--- config.mk ---
export PLATFORM = sky130hd
export DESIGN_NAME = jtdsp16_irq_seq
export DESIGN_NICKNAME = d
export VERILOG_FILES = /design/src/rtl/jtdsp16_defs.sv /design/src/rtl/jtdsp16_sync.sv /design/src/rtl/jtdsp16_irq_seq.sv
export SDC_FILE = /design/constraint.sdc
export NUM_CORES = 1
export LEC_CHECK = 0
export CORE_AREA = 2 2 39 41
export CTS_CLUSTER_SIZE = 8
export DETAILED_ROUTE_END_ITERATION = 8
export DIE_AREA = 0 0 41 43
export SYNTH_ARGS = -nofsm -noshare
export SYNTH_HDL_FRONTEND = slang
export SYNTH_SLANG_ARGS = --single-unit
--- constraint.sdc ---
create_clock -name clk -period 1.44 [get_ports clk]
set_input_delay 0.144 -clock clk [delete_from_list [all_inputs] [get_ports clk]]
set_output_delay 0.144 -clock clk [all_outputs]
set_load 0.03 [all_outputs]
--- src/rtl/jtdsp16_defs.sv ---
// ---------------------------------------------------------------------------
// jtdsp16_defs
// Shared definitions for the interrupt/trap sequencer of the XAAU.
//   state_t : sequencer state encoding (RUN / ISR_IRQ / ISR_TRAP)
//   GAP_W   : width of the post-iret re-arm gap counter
// ---------------------------------------------------------------------------
package jtdsp16_defs;

  typedef enum logic [1:0] {
    ST_RUN      = 2'd0,
    ST_ISR_IRQ  = 2'd1,
    ST_ISR_TRAP = 2'd2
  } state_t;

  localparam int GAP_W = 2;

endpackage

--- src/rtl/jtdsp16_sync.sv ---
// ---------------------------------------------------------------------------
// jtdsp16_sync
// Multi-stage synchroniser for an asynchronous pin, with a rising-edge pulse.
// Runs on every clk (no clock enable) so short pulses are never missed.
//   clk  : system clock
//   rst  : asynchronous reset, active high
//   din  : asynchronous input
//   sync : synchronised level (last synchroniser stage)
//   rise : one-clk pulse when the synchronised level goes 0 -> 1
// ---------------------------------------------------------------------------
module jtdsp16_sync #(
  parameter int STAGES = 2
) (
  input  logic clk,
  input  logic rst,
  input  logic din,
  output logic sync,
  output logic rise
);

  // chain_r[STAGES-1] is the synchronised level; chain_r[STAGES] is its
  // previous value, kept only for edge detection.
  logic [STAGES:0] chain_r;

  // Shift the pin through the synchroniser and edge-history stages.
  always_ff @(posedge clk or posedge rst) begin
    if (rst) begin
      chain_r <= {(STAGES+1){1'b0}};
    end else begin
      chain_r <= {chain_r[STAGES-1:0], din};
    end
  end

  assign sync = chain_r[STAGES-1];
  assign rise = chain_r[STAGES-1] & ~chain_r[STAGES];

endmodule

--- src/rtl/jtdsp16_irq_seq.sv ---
// ---------------------------------------------------------------------------
// jtdsp16_irq_seq
// Interrupt/trap sequencer for the ROM address arithmetic unit (XAAU).
// Latches external requests, picks the instruction boundary at which the PC
// is redirected, and freezes PI while a service routine (IRQ or trap) runs.
// Ports:
//   clk, rst  : clock, asynchronous active-high reset
//   cen       : instruction-rate enable; FSM and gap counter advance only here
//   irq_pin   : asynchronous external request
//   irq_en    : interrupt enable (masks entry only)
//   no_int    : current instruction not interruptible
//   icall     : trap instruction executing this cen cycle
//   iret      : ireturn executing this cen cycle
//   ext_irq   : force PC to 0 this cen cycle (combinational)
//   shadow    : 1 = normal execution, 0 = inside a service routine
//   iack      : high from IRQ entry until its iret (not for traps)
//   irq_pend  : request latched, not yet serviced
// ---------------------------------------------------------------------------
module jtdsp16_irq_seq
  import jtdsp16_defs::*;
#(
  parameter int SYNC_STAGES = 2,
  parameter int EDGE_TRIG   = 1,
  parameter int REARM_GAP   = 1
) (
  input  logic clk,
  input  logic rst,
  input  logic cen,
  input  logic irq_pin,
  input  logic irq_en,
  input  logic no_int,
  input  logic icall,
  input  logic iret,
  output logic ext_irq,
  output logic shadow,
  output logic iack,
  output logic irq_pend
);

  localparam logic [GAP_W-1:0] GAP_LOAD = GAP_W'(REARM_GAP);
  localparam logic [GAP_W-1:0] GAP_ZERO = {GAP_W{1'b0}};
  localparam logic [GAP_W-1:0] GAP_ONE  = {{(GAP_W-1){1'b0}}, 1'b1};

  state_t           state_r;
  state_t           state_nxt;
  logic [GAP_W-1:0] gap_r;
  logic [GAP_W-1:0] gap_nxt;
  logic             pend_r;
  logic             pend_nxt;
  logic             shadow_r;
  logic             iack_r;
  logic             pin_sync;
  logic             pin_rise;
  logic             req_set;
  logic             take_irq;

  jtdsp16_sync #(
    .STAGES (SYNC_STAGES)
  ) u_sync (
    .clk  (clk),
    .rst  (rst),
    .din  (irq_pin),
    .sync (pin_sync),
    .rise (pin_rise)
  );

  assign req_set = (EDGE_TRIG != 0) ? pin_rise : pin_sync;

  // Entry qualification, next state, gap counter and pending request.
  always_comb begin
    state_nxt = state_r;
    gap_nxt   = gap_r;
    take_irq  = cen & (state_r == ST_RUN) & pend_r & irq_en & ~no_int
              & ~icall & (gap_r == GAP_ZERO);
    // A new request in the same clk as entry wins over the clear.
    pend_nxt  = req_set | (pend_r & ~take_irq);
    if (cen) begin
      case (state_r)
        ST_RUN: begin
          // The trap has priority; take_irq already excludes icall.
          if (icall) begin
            state_nxt = ST_ISR_TRAP;
          end else if (take_irq) begin
            state_nxt = ST_ISR_IRQ;
          end else begin
            state_nxt = ST_RUN;
          end
        end
        ST_ISR_IRQ, ST_ISR_TRAP: begin
          // icall inside a routine is ignored: no nesting.
          if (iret) begin
            state_nxt = ST_RUN;
          end else begin
            state_nxt = state_r;
          end
        end
        default: begin
          state_nxt = ST_RUN;
        end
      endcase
      if ((state_r != ST_RUN) && iret) begin
        gap_nxt = GAP_LOAD;
      end else if (gap_r != GAP_ZERO) begin
        gap_nxt = gap_r - GAP_ONE;
      end else begin
        gap_nxt = gap_r;
      end
    end else begin
      state_nxt = state_r;
      gap_nxt   = gap_r;
    end
  end

  // Sequencer state and registered XAAU/pin outputs.
  always_ff @(posedge clk or posedge rst) begin
    if (rst) begin
      state_r  <= ST_RUN;
      gap_r    <= GAP_ZERO;
      pend_r   <= 1'b0;
      shadow_r <= 1'b1;
      iack_r   <= 1'b0;
    end else begin
      state_r  <= state_nxt;
      gap_r    <= gap_nxt;
      pend_r   <= pend_nxt;
      shadow_r <= (state_nxt == ST_RUN);
      iack_r   <= (state_nxt == ST_ISR_IRQ);
    end
  end

  assign ext_irq  = take_irq;
  assign shadow   = shadow_r;
  assign iack     = iack_r;
  assign irq_pend = pend_r;

endmodule

==> flow_metrics.tcl <==
set metrics [dict create \
    outcome "complete, but fails checks" \
    violations "setup timing" \
    timing.fmax_ghz 0.632 \
    slew_headroom_pct 68.9 \
    holdBufCountCts 0 \
    pre_cts_ws_ns -0.0822 \
    period_needed_ns 1.58 \
    die_h_um 43 \
    die_area_mm2 0.00176 \
    viasPerCell 4.57 \
    io_buffers 11 \
    wirelength_um 878 \
    reg2regPathDepth 6 \
    synth.distinct_cells 19 \
    dp_hpwl_um 672 \
    register_area_um2 251 \
    crit_required_ns 1.30 \
    gr-total-overflow 0 \
    arrival_ns 1.44 \
    crit_type "reg -> out" \
    io_pins 12 \
    worst_slack_ns -0.143 \
    stdcell_count 86 \
    ir_drop_mv 0.764 \
    drt_iter0_markers 6 \
    ant_nets 0 \
    netlist_instances 42 \
    diodes 0 \
    layout-drive-gt1-share_pct 38.6 \
    cts_buffer_depth 2 \
    start_util_pct 33.4 \
    drv_cap 0 \
    holdCritPathClass "in -> async" \
    netlist_area_um2 462 \
    ys_seq_area_share_pct 54.5 \
    worstPathMaxFanout 3 \
    tightest_slew_ns 0.462 \
    placementRows 14 \
    place.gp.congestion 0.729 \
    grt_pass1_vias 366 \
    cp-end-kind "output port" \
    final-setup-viol-count 4 \
    clk_latency_ns 0.26 \
    multi_input_area_um2 203 \
    grt_max_degree 11 \
    grt_use_total_pct 12.2 \
    power.density_mw_per_mm2 1450 \
    post-route-period-util_pct 110 \
    startpoint_type "flip-flop" \
    htreeDepth 1 \
    grt_pass1_wl_um 1410 \
    coreArea_mm2 0.00138 \
    cts_buffers 3 \
    ys_seq_elements 10 \
    nFillCells 133 \
    layout_common_cells "buf_4 (13), dfrtp_1 (9), clkdlybuf4s50_1 (8)" \
    syn-num-nets 53 \
    antenna_found_initial 0 \
    layout.nets 82 \
    cts.clk_slew.worst_paths_ns 0.06 \
    rsz0062_at_grt "true" \
    finalHoldViolCount 0 \
    dp.cells 77 \
    area.growth.synth_to_final_pct 59.6 \
    p_leak_nw 0.357 \
    first_pass_iters 4 \
    maxSlewViolCount 0 \
    syn_area_per_cell_um2 11.0 \
    ys_warn_count 0 \
    whs_ns 0.152 \
    cts_tree "built" \
    layout_commonest_cell "buf_4" \
    vias 393 \
    cts_root_buf "clkbuf_4" \
    drc 0 \
    wl_per_cell_um 10.2 \
    die_w_um 41 \
    finClkSkew_ns 0.00150 \
    clock_sinks 10 \
]
[cells in the mapped netlist]
library cell / n / share of area, %
nand2_1: 1 / 0.81
or4_4: 1 / 2.4
a21oi_1: 4 / 4.3
nor2b_1: 1 / 1.4
o22ai_1: 2 / 2.7
nand3b_1: 1 / 1.6
and2b_4: 1 / 2.2
and3b_1: 1 / 1.9
o21ai_0: 1 / 1.1
dfrtp_1: 9 / 49
nand2b_1: 2 / 2.7
nor3_1: 1 / 1.1
dfstp_2: 1 / 5.7
nand4_1: 1 / 1.4
and4b_1: 1 / 2.2
nor3b_1: 2 / 3.3
inv_1: 8 / 6.5
ha_1: 3 / 8.1
a211o_1: 1 / 1.9
[path summary, 6_finish.rpt]
| check | from | endpoint | slack (ns) |
|---|---|---|---|
| setup / recovery | gap_r[0] | ext_irq | -0.14 |
| hold / removal | rst | u_sync.chain_r[0] | 0.15 |
| setup reg to reg | gap_r[0] | shadow | -0.14 |
| hold reg to reg | u_sync.chain_r[0] | u_sync.chain_r[1] | 0.36 |
| max in group asynchronous | rst | shadow | 0.98 |
| min in group clk | irq_pin | u_sync.chain_r[0] | 0.32 |
[power breakdown]
group | switching [mW] | leakage (nW) | internal [mW] | total, mW
clock network | 0.0888 | 0.0150 | 0.107 | 0.196
logic | 0.209 | 0.223 | 0.284 | 0.493
registers | 0.0311 | 0.118 | 0.349 | 0.380
total | 0.329 | 0.357 | 0.740 | 1.07
[final cells by class]
class | instances | area share [%]
multi-input cells | 24 | 27.5
flip-flops and latches | 10 | 34.1
repair buffers | 24 | 28.0
well taps | 16 | 2.72
clock buffers | 4 | 3.57
inverters | 8 | 4.07
[worst max-delay path: stages (launching register included)]
cell and delay, ns:
dfrtp_1 0.39, inv_2 0.06, ha_2 0.17, nand4_1 0.11, buf_4 0.16, nor3_4 0.13
buf_6 0.15
[state kept, by name, summed over array words and instances (netlist names)]
signal,cells
u_sync.chain_r,3
gap_r,2
irq_pend,1
state_r,2
iack,1
shadow,1
[metrics by stage]
| step | instance area (µm²) | utilization, % | setup TNS, ns | power (mW) |
|---|---|---|---|---|
| 6_report | 737 | 53.3 | -0.406 | 1.07 |
| 3_5_place_dp | 663 | 47.9 | -0.136 | 0.802 |
| 4_1_cts | 719 | 52.0 | -0.437 | 1.03 |
| 3_3_place_gp | 663 | 47.9 | -0.133 | 0.793 |
| 2_1_floorplan | 475 | - | -0.188 | 0.617 |
| 5_1_grt | 737 | 53.3 | -0.732 | 1.16 |
[routing by layer]
metal	routed length [µm]	vias up	track usage [%]
li1	-	203	-
met1	400	179	13.9
met2	428	11	18.4
met3	49	0	5.76
met4	0	0	6.00
met5	0	-	0
[what timing repair did]
| item | 4_1_cts | 5_1_grt |
|---|---|---|
| gates resized for setup | 5 | 3 |
| buffers inserted | 3 | 2 |
| setup endpoints to repair | 5 | 4 |
| endpoints found under the hold margin | 0 | 0 |
| pin swaps | 5 | 2 |
[cells by family (layout without fill, tap and decap cells)]
| family | Yosys count | in the layout | synth area share [%] |
|---|---|---|---|
| adders and majority gates | 3 | 3 | 8.13 |
| and+or+nand+nor | 13 | 13 | 20.9 |
| AOI/OAI and AO/OA | 8 | 8 | 10.0 |
| buffers and inverters | 8 | 36 | 6.50 |
| DFF | 10 | 10 | 54.5 |
No activity file was read; power rests on OpenSTA's default activity.
